$ cat src/rtl/pipo_load_arbiter_if.sv
// Handshake bundle between two load requesters and the shared-register arbiter.
// Requesters use the master view and the arbiter uses the slave view.
interface pipo_load_arbiter_if #(
  parameter int N = 8
);
  logic         req0;
  logic [N-1:0] d0;
  logic         req1;
  logic [N-1:0] d1;
  logic [N-1:0] reg_d;
  logic         reg_en;
  logic         ack0;
  logic         ack1;
  logic         owner;
  logic         busy;

  modport master (
    output req0, d0, req1, d1,
    input  reg_d, reg_en, ack0, ack1, owner, busy
  );

  modport slave (
    input  req0, d0, req1, d1,
    output reg_d, reg_en, ack0, ack1, owner, busy
  );
endinterface

$ cat src/rtl/pipo_load_arbiter.sv
// Round-robin arbiter that drives one shared N-bit PIPO register with a
// one-cycle load pulse, then holds off new grants for HOLD_CYCLES cycles.
module pipo_load_arbiter #(
  parameter int N           = 8,
  parameter int HOLD_CYCLES = 2
) (
  input logic               clk,
  input logic               res,
  pipo_load_arbiter_if.slave bus
);

  typedef enum logic [1:0] {
    IDLE,
    LOAD,
    HOLD
  } state_t;

  localparam int CW = (HOLD_CYCLES > 1) ? $clog2(HOLD_CYCLES) : 1;
  localparam logic [CW-1:0] HOLD_INIT = CW'((HOLD_CYCLES > 0) ? (HOLD_CYCLES - 1) : 0);

  state_t          state;
  state_t          next_state;
  logic [CW-1:0]   count;
  logic [CW-1:0]   next_count;
  logic            grant;
  logic            sel;
  logic            last_grant;
  logic [N-1:0]    reg_d_q;
  logic            reg_en_q;
  logic            ack0_q;
  logic            ack1_q;
  logic            owner_q;

  // On a tie the requester that did not win last time is served.
  always_comb begin
    next_state = state;
    next_count = count;
    grant      = 1'b0;
    sel        = last_grant;
    case (state)
      IDLE: begin
        if (bus.req0 || bus.req1) begin
          grant      = 1'b1;
          sel        = (bus.req0 && bus.req1) ? ~last_grant : bus.req1;
          next_state = LOAD;
        end
      end
      LOAD: begin
        if (HOLD_CYCLES > 0) begin
          next_state = HOLD;
          next_count = HOLD_INIT;
        end else begin
          next_state = IDLE;
        end
      end
      HOLD: begin
        if (count == '0) begin
          next_state = IDLE;
        end else begin
          next_count = count - CW'(1);
        end
      end
      default: next_state = IDLE;
    endcase
  end

  always_ff @(posedge clk or posedge res) begin
    if (res) begin
      state <= IDLE;
      count <= '0;
    end else begin
      state <= next_state;
      count <= next_count;
    end
  end

  // Registered register-side outputs; reg_d keeps its value between loads.
  always_ff @(posedge clk or posedge res) begin
    if (res) begin
      reg_d_q    <= '0;
      reg_en_q   <= 1'b0;
      ack0_q     <= 1'b0;
      ack1_q     <= 1'b0;
      owner_q    <= 1'b0;
      last_grant <= 1'b1;
    end else begin
      reg_en_q <= grant;
      ack0_q   <= grant && !sel;
      ack1_q   <= grant && sel;
      if (grant) begin
        reg_d_q    <= sel ? bus.d1 : bus.d0;
        owner_q    <= sel;
        last_grant <= sel;
      end
    end
  end

  assign bus.reg_d  = reg_d_q;
  assign bus.reg_en = reg_en_q;
  assign bus.ack0   = ack0_q;
  assign bus.ack1   = ack1_q;
  assign bus.owner  = owner_q;
  assign bus.busy   = (state != IDLE);

endmodule

$ cat src/flat_wrapper.sv
// flat-port wrapper written by rule: the top's interface ports become plain ports
module pipo_load_arbiter_flat 
#(
  parameter int N           = 8,
  parameter int HOLD_CYCLES = 2
)
  (clk, res, bus_req0, bus_d0, bus_req1, bus_d1, bus_reg_d, bus_reg_en, bus_ack0, bus_ack1, bus_owner, bus_busy);
  pipo_load_arbiter_if #(.N(N)) bus_i ();
  input logic clk;
  input logic res;
  input wire logic [$bits(bus_i.req0)-1:0] bus_req0;
  input wire logic [$bits(bus_i.d0)-1:0] bus_d0;
  input wire logic [$bits(bus_i.req1)-1:0] bus_req1;
  input wire logic [$bits(bus_i.d1)-1:0] bus_d1;
  output wire logic [$bits(bus_i.reg_d)-1:0] bus_reg_d;
  output wire logic [$bits(bus_i.reg_en)-1:0] bus_reg_en;
  output wire logic [$bits(bus_i.ack0)-1:0] bus_ack0;
  output wire logic [$bits(bus_i.ack1)-1:0] bus_ack1;
  output wire logic [$bits(bus_i.owner)-1:0] bus_owner;
  output wire logic [$bits(bus_i.busy)-1:0] bus_busy;
  assign bus_i.req0 = bus_req0;
  assign bus_i.d0 = bus_d0;
  assign bus_i.req1 = bus_req1;
  assign bus_i.d1 = bus_d1;
  assign bus_reg_d = bus_i.reg_d;
  assign bus_reg_en = bus_i.reg_en;
  assign bus_ack0 = bus_i.ack0;
  assign bus_ack1 = bus_i.ack1;
  assign bus_owner = bus_i.owner;
  assign bus_busy = bus_i.busy;
  pipo_load_arbiter #(.N(N), .HOLD_CYCLES(HOLD_CYCLES)) u_core (.clk(clk), .res(res), .bus(bus_i));
endmodule
$ cat config.mk
export PLATFORM = sky130hd
export DESIGN_NAME = pipo_load_arbiter_flat
export DESIGN_NICKNAME = d
export VERILOG_FILES = /design/src/rtl/pipo_load_arbiter_if.sv /design/src/rtl/pipo_load_arbiter.sv /design/src/flat_wrapper.sv
export SDC_FILE = /design/constraint.sdc
export NUM_CORES = 1
export LEC_CHECK = 0
export CAP_MARGIN = 10
export CORE_ASPECT_RATIO = 0.6
export CORE_UTILIZATION = 32
export CTS_BUF_LIST = sky130_fd_sc_hd__clkbuf_4
export DETAILED_ROUTE_END_ITERATION = 10
export GPL_TIMING_DRIVEN = 1
export HOLD_SLACK_MARGIN = 0.1
export PLACE_DENSITY = 0.67
export SYNTH_ARGS = -nofsm -noshare
export SYNTH_HDL_FRONTEND = slang
export SYNTH_SLANG_ARGS = --single-unit
$ cat constraint.sdc
create_clock -name clk -period 2.5 [get_ports clk]
set_input_delay 0.625 -clock clk [delete_from_list [all_inputs] [get_ports clk]]
set_output_delay 0.625 -clock clk [all_outputs]
set_load 0.05 [all_outputs]
Word-level counts from Yosys, hierarchy flattened
Index checks and enable logic that the tools add are counted.
{"block": "totals", "rom_bits": 0, "ram_bits": 0, "input_bits": 20, "wordCells": 34, "ff_bits": 16, "latch_bits": 0, "out_inout_bits": 13, "memories": 0}
{"block": "classes", "n_addsub": 1, "n_reduce_logical": 9, "n_mux": 11, "div": 0, "shifts": 0, "bitwise": 1, "n_lt_le_gt_ge": 0, "n_eq_ne": 4, "mul": 0}
{"operator": "$mux W8", "n": 1}
{"operator": "$mux W1", "n": 6}
{"operator": "$pmux W2 S3", "n": 1}
{"operator": "$mux W2", "n": 2}
{"operator": "$reduce_bool A2 Y1", "n": 2}
{"operator": "$logic_and A1 B1 Y1", "n": 3}
{"operator": "$eq A2 B1 Y1 const B", "n": 1}
{"operator": "$eq A2 B2 Y1 const B", "n": 1}
{"operator": "$logic_not A2 Y1", "n": 1}
{"operator": "$ne A2 B1 Y1 const B", "n": 1}
{"operator": "$ne A2 B2 Y1 const B", "n": 1}
{"operator": "$pmux W1 S2", "n": 1}
{"operator": "$reduce_and A2 Y1", "n": 1}
{"operator": "$logic_not A1 Y1", "n": 1}
{"operator": "$logic_or A1 B1 Y1", "n": 1}
{"operator": "$not A1 Y1", "n": 1}
{"operator": "$sub A1 B1 Y1 const B", "n": 1}

Depth between registers and ports, before layout
Gate-level depths: netlist (run 1).
{"block": "logic_depth", "depth_word": 6, "depth_mapped": 5, "depth_no_buf": 5}

Worst setup path after synthesis (run 1)
Ideal clock, no wire load.
{"block": "synth_path", "path_type": "register to register", "startpoint": "register u_core.state[0]", "endpoint": "register u_core.state[0]", "setup_ns": 0.125, "path_stages_with_launch": 6, "arrival_time_ns": 1.543, "setup_slack_ns": 0.832, "synth_period_minus_slack_ns": 1.668, "n_path_buf": 0, "required_time_ns": 2.375, "cell_sequence": "dfrtp_1 -> inv_1 -> ha_1 -> inv_1 -> o31ai_2 -> mux2_2"}
{"block": "synth_via", "elab_chain_cells": 3, "word_cells_on_any_way": 7, "classes_between": "eq/ne: 4; mux: 1; reduce/logical: 2"}
{"element": "from (decl)", "line_no": "pipo_load_arbiter.sv:21", "source": "state_t state;"}
{"element": "from (signal assigned)", "line_no": "pipo_load_arbiter.sv:72", "source": "state <= next_state;"}
{"element": "$eq A2 B2 Y1 or $logic_not A2 Y1 (tied branches)", "line_no": "pipo_load_arbiter.sv:40", "source": "case (state)"}
{"element": "$ne A2 B2 Y1 (no source line) or $ne A2 B1 Y1 (tied branches)"}
{"element": "$reduce_and A2 Y1 (no source line)"}
Parallel ways exist; a longest one is shown, timed or not.
A chain may end at the register's enable or synchronous reset.

Worst setup path after layout (run 1)
{"block": "layout_path", "startpoint": "register u_core.reg_d_q[7], in the netlist u_core.bus.reg_d[7]", "endpoint": "output bus_reg_d[7]"}
{"element": "from (decl)", "line_no": "pipo_load_arbiter.sv:28", "source": "logic [N-1:0] reg_d_q;"}
{"element": "from (signal assigned)", "line_no": "pipo_load_arbiter.sv:91", "source": "reg_d_q <= sel ? bus.d1 : bus.d0;"}
{"element": "to (decl)", "line_no": "flat_wrapper.sv:15", "source": "output wire logic [$bits(bus_i.reg_d)-1:0] bus_reg_d;"}
No word-level cell between the ends.

==> results of run 1 <==
-- kinds of logic (layout without fill, tap and decap cells) --
family,after synthesis,after routing,synth area share (%)
AOI/OAI and AO/OA,15,15,21.1
buffers and inverters,6,42,3.14
muxes,2,2,3.14
adders and majority gates,4,4,6.98
DFF,16,16,56.0
and+or+nand+nor,13,13,9.60
-- report_power, final --
part           switching [mW]  internal (mW)
clock network          0.0780         0.0729
registers              0.0672          0.383
logic                   0.573          0.350
-- area by class of cell --
cell class                      count  area [sq um]
Sequential cell                    16           402
Tap cell                           28          35.0
Multi-Input combinational cell     34           293
Clock buffer                        4          30.0
Fill cell                         175           882
Timing Repair Buffer               32           318
Inverter                            6          22.5
-- metrics by stage --
step	total power [mW]	cells	util, %	setup slack (ps)
after detailed placement	1.38	116	54.0	506
after global placement	1.36	116	54.0	499
final	1.52	120	55.5	412
after CTS	1.54	120	55.5	400
after global routing	1.63	120	55.5	353
after floorplan	1.08	56	-	832
-- worst reg2reg max path: stages (launching register included) --
cell	delay, ps
dfrtp_1	420
inv_1	130
ha_1	240
inv_1	90
o31ai_2	260
mux2_2	370
-- final timing paths --
kind / endpoint / slack (ps) / start / depth (start not counted)
setup / recovery: bus_reg_d[7] / 410 / u_core.bus.reg_d[7]$_DFFE_PP0N_ / 1
hold / removal: u_core.bus.owner$_DFFE_PP0N_ / 490 / u_core.bus.owner$_DFFE_PP0N_ / 1
setup reg to reg: u_core.state[0]$_DFFE_PP0P_ / 890 / u_core.state[1]$_DFFE_PP0P_ / 5
hold reg to reg: u_core.bus.owner$_DFFE_PP0N_ / 490 / u_core.bus.owner$_DFFE_PP0N_ / 1
max in group asynchronous: u_core.bus.reg_d[7]$_DFFE_PP0N_ / 1430 / res / 2
min in group asynchronous: u_core.bus.reg_d[5]$_DFFE_PP0N_ / 690 / res / 2
-- per-layer routing --
metal / routed length (um) / up-vias
met3: 84 / 0
met5: 0 / -
li1: - / 273
met1: 814 / 276
met4: 0 / 0
met2: 818 / 18
-- flip-flops by register name, summed over array words and instances (netlist names) --
name and flops:
u_core.bus.ack1 1, u_core.bus.ack0 1, u_core.count 1, u_core.bus.owner 1
u_core.last_grant 1, u_core.bus.reg_d 8, u_core.state 2, u_core.bus.reg_en 1
-- placed cells by master, fill, tap and decap left out --
master | Yosys | routed
a221o_1 | 8 | 8
and2_0 | 1 | 1
nor2_1 | 1 | 1
o21ai_0 | 1 | 1
a21oi_4 | 2 | 2
ha_1 | 4 | 4
a21oi_1 | 1 | 1
buf_4 | 0 | 1
nand2_1 | 4 | 4
inv_1 | 6 | 6
clkbuf_4 | 0 | 4
clkdlybuf4s50_1 | 0 | 31
o31ai_2 | 1 | 1
and2_1 | 7 | 7
dfrtp_1 | 15 | 15
o21ai_2 | 1 | 1
dfstp_2 | 1 | 1
a21o_1 | 1 | 1
mux2_2 | 2 | 2
==> flow_summary.ini, run 1 <==
[run_status]
outcome = finished clean

[worst_setup_path]
worstSetupEndpointType = primary output
worstPathArrival_ps = 1460
cpMaxStageDelayCell = clkdlybuf4s50_1
worstPathRequired_ps = 1880
critPathLaunchType = register
slowest_delay_ps = 810
crit_fanout = 2
worstSetupPathType = register to primary output
path_buf_inv = 1
cp_cell_sequence = clkdlybuf4s50_1
crit_family = buffers and inverters

[floorplan]
die_h_um = 38.7
dieArea_sq_mm = 0.00244
pin_count = 33
dieWidth_um = 63.1
start_util_pct = 36.2
core_area_sq_mm = 0.00198
rows = 12

[clocking]
cts-root-buf = clkbuf_4
cts_hold_buffers = 0
cts_tree = yes
cts_inserted_buffers = 3
clk_transition_reported_paths_ps = 90
clock_latency_ps = 280
cts_setup_buffers = 0
htreeDepth = 1
ctsLongestPathBuffers = 2
ctsResizeCount = 0
clock_sinks = 16

[cells_and_area]
area_delta_synth_final_pct = 53.4
nets = 117
drive_gt1_share_pct = 13.0
diodes = 0
final_cell_area_sq_mm = 0.00110

[logic_synthesis]
ys_seq_elements = 16
synth_common_cells = 15 x dfrtp_1, 8 x a221o_1, 7 x and2_1
ys_types = 16
yosysMostFrequentCell = dfrtp_1
seq_area_frac_synth_pct = 56.0
synth_top_cells_by_area = dfrtp_1 52%, a221o_1 11%, ha_1 7.0%
yosys.area.top_type_share_pct = 52.4
synth_top_flop_cell = dfrtp_1
synth_edf_count = 0
synthArstFlopShare_pct = 100
avgSynthCellArea_sq_um = 12.8
netlist_area_sq_um = 717
syn_nets = 80
yosys.area.top_type = dfrtp_1
netlist_instances = 56
yosysWarningCount = 0

[global_route]
grt-busiest-layer = met2
grt_pass1_vias = 573
grt_use_met2_pct = 27.4
grt_max_degree = 17
grt.met1_usage_pct = 20.2
grt_util_all_layers_pct = 16.4
grt_overflow = 0
grt_use_met3_pct = 6.47
grt_pass1_wl_um = 2820
antenna_found_initial = 0

[timing]
finalSetupViolCount = 0
tns_ps = 0
finClkSkew_ps = 1.10
slew_headroom_pct = 60.9
tightest_slew_ps = 586
slew_viol_final = 0
period_needed_ps = 2090
final-hold-violation-count = 0
rsz0062_at_grt = no
max_clock_freq_mhz = 479
fin_crit_sh_pct = 83.5
hold_ws_ps = 491

[routing]
finalWirelength_um = 1720
final_antenna_net_count = 0
avgViaCountPerCell = 4.73
vias = 567
drt_iter0_markers = 18
wire_per_inst_um = 14.3
firstDrtPassIters = 4
drcViolationCount = 0

[placement]
postPlaceCellArea_sq_mm = 0.00107
io_buffers = 32
dpl.hpwl_um = 1330
gp_congestion = 0.689

[pwr]
p_leak_nw = 0.483
max-vdd-ir-drop_uv = 577
powerDensity_mw_per_mm2 = 1390

[hold_path]
hold_class = register to register

[flow_run]
maxCapViolations = 0
(Power assumes the default switching activity.)
==> run 2, diff against run 1 <==
- clock period: 2.5 -> 2 ns (I/O delays scaled with it)
==> run 2 against run 1 <==
Global-route usage fell by 0.94 points. Clock skew rose by 0.91 ps. Core utilization rose by 0.13 points. Power rose by 26%. Clock-buffer cell count did not move. Setup slack got worse by 360 ps. Sequential power rose by 25%. Clock power rose by 27%. Combinational power rose by 26%. Register-to-register slack got worse by 470 ps. Via count fell by 2.8%. Flip-flop and latch count did not move. Largest cell class unchanged. Largest power group unchanged. Highest routed layer unchanged.
==> flow_summary.ini, run 2 (same netlist as run 1, synthesis figures left out) <==
[routing]
drt_iter0_markers = 18
vias = 551
drcViolationCount = 0
final_antenna_net_count = 0
avgViaCountPerCell = 4.59
finalWirelength_um = 1590
firstDrtPassIters = 4
wire_per_inst_um = 13.3

[floorplan]
die_h_um = 38.7
start_util_pct = 36.2
core_area_sq_mm = 0.00198
dieWidth_um = 63.1
pin_count = 33
rows = 12
dieArea_sq_mm = 0.00244

[worst_setup_path]
worstSetupEndpointType = primary output
worstSetupPathType = register to primary output
crit_fanout = 2
worstPathArrival_ps = 1450
worstPathRequired_ps = 1500
slowest_delay_ps = 800
crit_family = buffers and inverters
critPathLaunchType = register
cpMaxStageDelayCell = clkdlybuf4s50_1
reg2reg_setup_slack_ps = 420
cp_cell_sequence = clkdlybuf4s50_1
path_buf_inv = 1

[timing]
finalSetupViolCount = 0
rsz0062_at_grt = no
max_clock_freq_mhz = 513
slew_viol_final = 0
slew_headroom_pct = 60.3
final-hold-violation-count = 0
hold_ws_ps = 495
tightest_slew_ps = 596
finClkSkew_ps = 2.01
fin_crit_sh_pct = 97.5
period_needed_ps = 1950
tns_ps = 0

[placement]
dpl.hpwl_um = 1250
io_buffers = 32
postPlaceCellArea_sq_mm = 0.00107
gp_congestion = 0.692

[clocking]
cts_tree = yes
clock_latency_ps = 290
cts_hold_buffers = 0
clk_transition_reported_paths_ps = 90
cts-root-buf = clkbuf_4
htreeDepth = 1
ctsResizeCount = 0
ctsLongestPathBuffers = 2
cts_inserted_buffers = 3
clock_sinks = 16
cts_setup_buffers = 0

[run_status]
outcome = finished clean

[pwr]
p_leak_nw = 0.493
intPower_mw = 1.02
power_frac_seq_pct = 29.3
powerDensity_mw_per_mm2 = 1740
sw_frac_of_total_pct = 46.6
comb_power_share_pct = 60.7
max-vdd-ir-drop_uv = 639
clkPwrFrac_pct = 10.0
p_switching_uw = 892

[cells_and_area]
layout_common_cells = 27 x clkdlybuf4s50_1, 15 x dfrtp_1, 8 x a221o_1, 7 x and2_1, 6 x inv_1
nets = 117
largest_reg_flops = 8
final_util_pct = 55.6
final_cell_area_sq_mm = 0.00110
drive_gt1_share_pct = 17.4
layout.cells.most_common = clkdlybuf4s50_1
area_delta_synth_final_pct = 53.8
n_fill_cell = 181
diodes = 0

[hold_path]
hold_class = register to register

[global_route]
antenna_found_initial = 0
grt_overflow = 0
grt_pass1_wl_um = 2620
grt_pass1_vias = 573
grt_util_all_layers_pct = 15.4
grt_max_degree = 17

[flow_run]
maxCapViolations = 0
-- run 2: changes by cell type in the layout (fill, tap and decap cells not counted), sizes merged --
cell / before / now
buf: 1 / 5
clkdlybuf4s50: 31 / 27
-- run 2: worst paths after layout --
check / start / to / cells after the start
min: u_core.bus.owner$_DFFE_PP0N_ / u_core.bus.owner$_DFFE_PP0N_ / 1
min reg2reg: u_core.bus.owner$_DFFE_PP0N_ / u_core.bus.owner$_DFFE_PP0N_ / 1
max: u_core.bus.reg_d[2]$_DFFE_PP0N_ / bus_reg_d[2] / 1
max reg2reg: u_core.state[0]$_DFFE_PP0P_ / u_core.state[1]$_DFFE_PP0P_ / 5
min in group asynchronous: res / u_core.bus.reg_d[0]$_DFFE_PP0N_ / 2
max in group asynchronous: res / u_core.bus.reg_d[4]$_DFFE_PP0N_ / 2
-- run 2: area by class of cell --
type	count	area, sq um	area share (%)
Sequential cell	16	402	36.4
Timing Repair Buffer	32	320	29.1
Multi-Input combinational cell	34	293	26.6
Inverter	6	22.5	2.04
Clock buffer	4	30.0	2.72
Tap cell	28	35.0	3.18
-- run 2: per-layer routing --
layer / global-route usage, % / vias up / wire [um]
met5: 0 / - / 0
met1: 19.0 / 265 / 775
met3: 7.35 / 0 / 88
li1: - / 271 / -
met4: 5.23 / 0 / 0
met2: 23.9 / 15 / 727
-- run 2: per-stage QoR --
step	power (mW)	std cells	worst slack, ps
floorplan	1.35	56	332
global placement	1.73	116	124
detailed placement	1.74	116	141
CTS	1.93	120	32.9
global route	2.04	120	3.50
finish	1.91	120	49.1
-- run 2: power groups by stage --
stage | clock (mW) | sequential, mW | combinational [mW]
after floorplan | 0 | 0.940 | 0.411
after global placement | 0 | 0.568 | 1.16
after detailed placement | 0 | 0.569 | 1.17
after CTS | 0.198 | 0.564 | 1.17
after global routing | 0.212 | 0.582 | 1.24
final | 0.192 | 0.561 | 1.16
